**src/rtl/pipe_ctrl_if.sv**
```systemverilog
// Pipeline control bundle: the core drives requests and consumes the
// per-stage hold/NOP controls, valid bits and debug statistics.
interface pipe_ctrl_if #(
  parameter int STAGES = 5,
  parameter int CNT_W  = 4,
  parameter int STAT_W = 16
);
  logic              in_valid;
  logic [STAGES-1:0] stallreq;
  logic              mc_start;
  logic [CNT_W-1:0]  mc_cycles;
  logic              flush;
  logic              stat_clr;
  logic [STAGES-1:0] stall;
  logic [STAGES-1:0] bubble;
  logic [STAGES-1:0] valid;
  logic              mc_busy;
  logic              mc_done;
  logic              retire;
  logic [STAT_W-1:0] stall_cycles;

  // Core side: raises requests, observes controls.
  modport master (
    output in_valid, stallreq, mc_start, mc_cycles, flush, stat_clr,
    input  stall, bubble, valid, mc_busy, mc_done, retire, stall_cycles
  );

  // Control unit side.
  modport slave (
    input  in_valid, stallreq, mc_start, mc_cycles, flush, stat_clr,
    output stall, bubble, valid, mc_busy, mc_done, retire, stall_cycles
  );
endinterface

```
**src/rtl/pipe_ctrl.sv**
```systemverilog
// In-order pipeline control unit: per-stage valid tracking, stall/bubble
// generation from stall requests, a multi-cycle execute FSM and a
// front-end flush, plus a saturating front-end stall-cycle counter.
module pipe_ctrl #(
  parameter int STAGES      = 5,
  parameter int EX_STAGE    = 2,
  parameter int FLUSH_DEPTH = 2,
  parameter int CNT_W       = 4,
  parameter int STAT_W      = 16
) (
  input logic       clk,
  input logic       rst,
  pipe_ctrl_if.slave bus
);

  typedef enum logic {
    IDLE = 1'b0,
    BUSY = 1'b1
  } state_t;

  // Flushing kills the execute stage too, so a running operation must die.
  localparam bit EX_FLUSHED = (EX_STAGE < FLUSH_DEPTH);

  state_t            state;
  state_t            state_nx;
  logic [CNT_W-1:0]  cnt;
  logic [CNT_W-1:0]  cnt_nx;
  logic [STAGES-1:0] valid_q;
  logic [STAGES-1:0] valid_nx;
  logic [STAGES-1:0] req_vec;
  logic [STAGES-1:0] stall_int;
  logic [STAGES-1:0] bubble_int;
  logic              acc;
  logic              mc_take;
  logic              mc_req;
  logic              mc_done_int;
  logic              flush_abort;
  logic [STAT_W-1:0] stat_q;

  function automatic logic [STAT_W-1:0] sat_inc(input logic [STAT_W-1:0] v);
    return (&v) ? v : v + STAT_W'(1);
  endfunction

  // A new operation is accepted only from IDLE with a live instruction in EX
  // and a nonzero cycle count; BUSY keeps requesting until the count expires.
  assign mc_take     = (state == IDLE) && bus.mc_start && valid_q[EX_STAGE] &&
                       (bus.mc_cycles != '0);
  assign mc_req      = mc_take || (state == BUSY);
  assign flush_abort = EX_FLUSHED && bus.flush;

  // Stall everything at or below the highest requesting stage; flushed stages
  // never hold, they take a bubble instead.
  always_comb begin
    req_vec           = bus.stallreq;
    req_vec[EX_STAGE] = req_vec[EX_STAGE] | mc_req;
    acc               = 1'b0;
    stall_int         = '0;
    for (int j = STAGES - 1; j >= 0; j--) begin
      acc          = acc | req_vec[j];
      stall_int[j] = acc & ~(bus.flush && (j < FLUSH_DEPTH));
    end
    bubble_int    = '0;
    bubble_int[0] = bus.flush;
    for (int i = 1; i < STAGES; i++) begin
      bubble_int[i] = (bus.flush && (i < FLUSH_DEPTH)) |
                      (stall_int[i-1] & ~stall_int[i]);
    end
  end

  // Next valid bits: held stages keep theirs, the stage just above a stall
  // boundary receives a NOP, flushed stages are cleared.
  always_comb begin
    valid_nx    = '0;
    valid_nx[0] = stall_int[0] ? valid_q[0] : bus.in_valid;
    for (int i = 1; i < STAGES; i++) begin
      valid_nx[i] = stall_int[i] ? valid_q[i] :
                    (stall_int[i-1] ? 1'b0 : valid_q[i-1]);
    end
    for (int i = 0; i < STAGES; i++) begin
      if (bus.flush && (i < FLUSH_DEPTH)) valid_nx[i] = 1'b0;
    end
  end

  // Multi-cycle FSM: N stall cycles total, the first one spent in IDLE.
  always_comb begin
    state_nx    = state;
    cnt_nx      = cnt;
    mc_done_int = 1'b0;
    case (state)
      IDLE: begin
        if (mc_take) begin
          if (bus.mc_cycles == CNT_W'(1)) begin
            mc_done_int = 1'b1;
          end else begin
            cnt_nx   = bus.mc_cycles - CNT_W'(1);
            state_nx = BUSY;
          end
        end
      end
      BUSY: begin
        cnt_nx = cnt - CNT_W'(1);
        if (cnt == CNT_W'(1)) begin
          mc_done_int = 1'b1;
          state_nx    = IDLE;
        end
      end
      default: state_nx = IDLE;
    endcase
    if (flush_abort) begin
      state_nx    = IDLE;
      cnt_nx      = '0;
      mc_done_int = 1'b0;
    end
  end

  // FSM state and remaining-cycle counter.
  always_ff @(posedge clk or negedge rst) begin
    if (!rst) begin
      state <= IDLE;
      cnt   <= '0;
    end else begin
      state <= state_nx;
      cnt   <= cnt_nx;
    end
  end

  // Per-stage valid bits.
  always_ff @(posedge clk or negedge rst) begin
    if (!rst) valid_q <= '0;
    else      valid_q <= valid_nx;
  end

  // Saturating count of front-end stall cycles; clear beats increment.
  always_ff @(posedge clk or negedge rst) begin
    if (!rst)              stat_q <= '0;
    else if (bus.stat_clr) stat_q <= '0;
    else if (stall_int[0]) stat_q <= sat_inc(stat_q);
  end

  // Combinational controls are silenced while reset is held.
  assign bus.stall        = rst ? stall_int  : '0;
  assign bus.bubble       = rst ? bubble_int : '0;
  assign bus.mc_done      = rst & mc_done_int;
  assign bus.mc_busy      = rst & (state == BUSY);
  assign bus.valid        = valid_q;
  assign bus.retire       = rst & valid_q[STAGES-1];
  assign bus.stall_cycles = stat_q;

endmodule
```
**src/flat_wrapper.sv**
```systemverilog
// flat-port wrapper written by rule: the top's interface ports become plain ports
module pipe_ctrl_flat 
#(
  parameter int STAGES      = 5,
  parameter int EX_STAGE    = 2,
  parameter int FLUSH_DEPTH = 2,
  parameter int CNT_W       = 4,
  parameter int STAT_W      = 16
)
  (clk, rst, bus_in_valid, bus_stallreq, bus_mc_start, bus_mc_cycles, bus_flush, bus_stat_clr, bus_stall, bus_bubble, bus_valid, bus_mc_busy, bus_mc_done, bus_retire, bus_stall_cycles);
  pipe_ctrl_if #(.STAGES(STAGES), .CNT_W(CNT_W), .STAT_W(STAT_W)) bus_i ();
  input logic clk;
  input logic rst;
  input wire logic [$bits(bus_i.in_valid)-1:0] bus_in_valid;
  input wire logic [$bits(bus_i.stallreq)-1:0] bus_stallreq;
  input wire logic [$bits(bus_i.mc_start)-1:0] bus_mc_start;
  input wire logic [$bits(bus_i.mc_cycles)-1:0] bus_mc_cycles;
  input wire logic [$bits(bus_i.flush)-1:0] bus_flush;
  input wire logic [$bits(bus_i.stat_clr)-1:0] bus_stat_clr;
  output wire logic [$bits(bus_i.stall)-1:0] bus_stall;
  output wire logic [$bits(bus_i.bubble)-1:0] bus_bubble;
  output wire logic [$bits(bus_i.valid)-1:0] bus_valid;
  output wire logic [$bits(bus_i.mc_busy)-1:0] bus_mc_busy;
  output wire logic [$bits(bus_i.mc_done)-1:0] bus_mc_done;
  output wire logic [$bits(bus_i.retire)-1:0] bus_retire;
  output wire logic [$bits(bus_i.stall_cycles)-1:0] bus_stall_cycles;
  assign bus_i.in_valid = bus_in_valid;
  assign bus_i.stallreq = bus_stallreq;
  assign bus_i.mc_start = bus_mc_start;
  assign bus_i.mc_cycles = bus_mc_cycles;
  assign bus_i.flush = bus_flush;
  assign bus_i.stat_clr = bus_stat_clr;
  assign bus_stall = bus_i.stall;
  assign bus_bubble = bus_i.bubble;
  assign bus_valid = bus_i.valid;
  assign bus_mc_busy = bus_i.mc_busy;
  assign bus_mc_done = bus_i.mc_done;
  assign bus_retire = bus_i.retire;
  assign bus_stall_cycles = bus_i.stall_cycles;
  pipe_ctrl #(.STAGES(STAGES), .EX_STAGE(EX_STAGE), .FLUSH_DEPTH(FLUSH_DEPTH), .CNT_W(CNT_W), .STAT_W(STAT_W)) u_core (.clk(clk), .rst(rst), .bus(bus_i));
endmodule
```
**config.mk**
```make
export PLATFORM = sky130hd
export DESIGN_NAME = pipe_ctrl_flat
export DESIGN_NICKNAME = d
export VERILOG_FILES = /design/src/rtl/pipe_ctrl_if.sv /design/src/rtl/pipe_ctrl.sv /design/src/flat_wrapper.sv
export SDC_FILE = /design/constraint.sdc
export NUM_CORES = 1
export LEC_CHECK = 0
export CORE_MARGIN = 1
export CORE_UTILIZATION = 35
export DETAILED_ROUTE_END_ITERATION = 10
export SYNTH_ARGS = -nofsm -noshare
export SYNTH_HDL_FRONTEND = slang
export SYNTH_SLANG_ARGS = --single-unit
export TNS_END_PERCENT = 1
```
**constraint.sdc**
```tcl
create_clock -name clk -period 2.1 [get_ports clk]
set_input_delay 0.21 -clock clk [delete_from_list [all_inputs] [get_ports clk]]
set_output_delay 0.21 -clock clk [all_outputs]
set_load 0.03 [all_outputs]
```
==> flow_summary_export.csv, run 1 <==
group,metric,value,unit
synth,seq_area_frac_synth,0.398,
synth,ys.flop_type,"dfrtp_1",
routing,vias_per_cell,5.34,
placement,dp_slack,-302,ps
grt,gr-total-overflow,0,
die,initial_core_util,0.371,
die,pin_count,49,
clock_tree,cts_hold_buf,0,
sta,max_freq,502,MHz
sta,finalSetupViolCount,0,
die,die_w,70.4,µm
pwr,p_leak,0.00110,µW
synth,yosys_warnings,0,
final_layout,area_delta_synth_final,52.2,%
pwr,vdd_drop_max,503,µV
final_layout,final_area,0.00249,mm²
die,fp-row-count,24,
clock_tree,clkSlewWorstSetupHoldPaths,90,ps
die,core-area,0.00441,mm²
sta,finalCritPeriodShare,0.949,
sta,fin_ws,106,ps
worst_setup_path,cp_data_required_time,1890,ps
clock_tree,clockBufferDepth,2,
synth,ys_async_sr_fraction,1.00,
clock_tree,root_buffer,"clkbuf_8",
sta,worstMarginPinSlew,505,ps
clock_tree,tritoncts,"built",
pwr,p_per_area,552,mW/mm²
clock_tree,clock-sinks,26,
final_layout,nNetsFinal,285,
worst_setup_path,crit_type,"flop to output port",
worst_setup_path,critPathArrivalTime,1780,ps
grt,grt_pass1_wl,7290,µm
grt,antenna_found_initial,0,
placement,post_dp_cell_area,0.00239,mm²
final_layout,final_cell_mix,"buf_4, clkdlybuf4s50_1, dfrtp_1, nor2_1, a21oi_1",
final_layout,antenna_cells,0,
routing,vias,1688,
outcome,status,"finished, final reports clean",
worst_hold_path,min_path_type,"input port to asynchronous set/reset pin",
grt,grt_max_degree,20,
sta,finalHoldViolCount,0,
clock_tree,clk_latency,270,ps
final_layout,drive_gt1_frac,0.254,
sta,min_period,1990,ps
sta,drv_slew,0,
worst_setup_path,rrSetupSlack,190,ps
synth,netlist_area,0.00164,mm²
clock_tree,cts_made_buffers,3,
routing,wl_per_cell,13.6,µm
sta,whs,348,ps
routing,wl,4290,µm
worst_setup_path,start_kind,"flop",
synth,synth_area_per_cell,8.99,µm²
sta,rsz0062_at_grt,"no",
routing,firstDrtPassIters,4,
sta,slew_headroom,0.662,
placement,hpwl,3390,µm
synth,ys_ff_latch,26,
final_layout,fillers,420,
synth,synth_edf_count,0,
worst_setup_path,path_max_fanout,10,
worst_setup_path,cp-end-kind,"output port",
grt,grt_usage,0.183,
grt,grt_pass1_vias,1549,
synth,synth_cells,182,
die,die_y,70.4,µm
die,dieArea,0.00495,mm²
run,drv_cap,0,
routing,first_iter_violations,83,
routing,drtAntennaViolNets,0,
routing,drc,0,
placement,place.gp.congestion,0.823,
final_layout,fin_util,0.564,
placement,portBuffers,48,
final_layout,final_common_cell,"buf_4",
synth,synthesis.nets,202,
synth,synth_cell_type_count,44,
clock_tree,cts-htree-levels,1,
sta,skew,3.53,ps
[state kept, by name, summed over array words and instances (netlist names)]
signal                   cells
u_core.bus.stall_cycles     16
u_core.bus.valid             5
u_core.cnt                   4
u_core.state                 1
[what timing repair did]
item,CTS,global route
endpoints found under the hold margin,0,0
endpoints found under the setup margin,7,0
setup buffers,3,0
gates resized for setup,8,0
[critical path: stages (launching register included)]
cell and delay [ps]:
dfrtp_1 380, buf_4 170, nor2_1 230, o211a_1 220, and2_4 170, a21oi_2 50, nor2_1 110, buf_4 170
[through the flow]
stage | power, µW | instances | setup TNS (ps)
after floorplan | 865 | 182 | 0
after global placement | 1050 | 309 | -2620
after detailed placement | 1060 | 309 | -3300
after CTS | 1390 | 316 | 0
after global routing | 1460 | 316 | 0
final | 1380 | 316 | 0
[cells by family (layout without fill, tap and decap cells)]
| group | after synthesis | after routing | synth area share |
|---|---|---|---|
| AND/OR/NAND/NOR | 80 | 80 | 0.284 |
| flip-flops | 26 | 26 | 0.398 |
| multiplexers | 6 | 6 | 0.0398 |
| AO/OA/AOI/OAI | 43 | 43 | 0.178 |
| buffers and inverters | 19 | 101 | 0.0466 |
| XOR/XNOR | 3 | 3 | 0.0161 |
| adder cells (fa/ha/maj) | 5 | 5 | 0.0382 |
[synthesized netlist by cell type, types with 3 or more instances]
cell,number,area (µm²)
a21oi_1,14,70.1
and2_1,4,25.0
buf_2,4,20.0
clkbuf_1,3,11.3
dfrtp_1,26,651
ha_1,5,62.6
inv_1,11,41.3
mux2_2,3,33.8
nand2_1,8,30.0
nand3_1,8,40.0
nor2_1,18,67.6
nor2b_1,6,37.5
nor3_1,8,40.0
o21ai_0,10,50.1
o31ai_1,6,45.0
or3_1,4,25.0
or4_1,7,52.6
[layout make-up]
class | instances | area (µm²) | area share
well taps | 52 | 65.1 | 0.0261
inverters | 12 | 45.0 | 0.0181
repair buffers | 85 | 739 | 0.297
multi-input cells | 137 | 936 | 0.376
clock buffers | 4 | 55.1 | 0.0221
flip-flops and latches | 26 | 651 | 0.261
[path summary, 6_finish.rpt]
check / startpoint / end / depth (start not counted)
worst max-delay path: u_core.state / bus_bubble[1] / 7
worst min-delay path: rst / u_core.bus.stall_cycles[15] / 2
worst max register to register: u_core.bus.stall_cycles[9] / u_core.bus.stall_cycles[8] / 6
worst min register to register: u_core.bus.valid[3] / u_core.bus.valid[4] / 1
max in group asynchronous: rst / u_core.bus.stall_cycles[8] / 3
min in group clk: bus_mc_cycles[0] / u_core.cnt[0] / 3
[power breakdown]
part           switching [µW]  internal, µW  leakage [µW]
Sequential               53.6           554      0.000355
Combinational             237           206      0.000713
Clock                     157           168     0.0000288
[metal layers]
metal,vias up,wire [µm],track usage,part of all wire
met2,37,2030,0.304,0.47
li1,835,-,-,-
met1,812,2020,0.244,0.47
met5,-,0,0,0
met4,0,23,0.0333,0.0054
met3,4,214,0.0404,0.050
No activity file was read; power rests on OpenSTA's default activity.
==> run 2, diff against run 1 <==
--- a/config.mk
+++ b/config.mk
@@ -5,6 +5,7 @@
 export SDC_FILE = /design/constraint.sdc
 export NUM_CORES = 1
 export LEC_CHECK = 0
+export ABC_CLOCK_PERIOD_IN_PS = 2100
 export CORE_MARGIN = 1
 export CORE_UTILIZATION = 35
 export DETAILED_ROUTE_END_ITERATION = 10
==> results of run 2 <==
Final layout, timing and power as in run 1 (identical DEF).
==> run 3, diff against run 2 <==
--- a/config.mk
+++ b/config.mk
@@ -9,6 +9,7 @@
 export CORE_MARGIN = 1
 export CORE_UTILIZATION = 35
 export DETAILED_ROUTE_END_ITERATION = 10
+export GPL_ROUTABILITY_DRIVEN = 1
 export SYNTH_ARGS = -nofsm -noshare
 export SYNTH_HDL_FRONTEND = slang
 export SYNTH_SLANG_ARGS = --single-unit
==> results of run 3 <==
Final layout, timing and power as in run 1 (identical DEF).
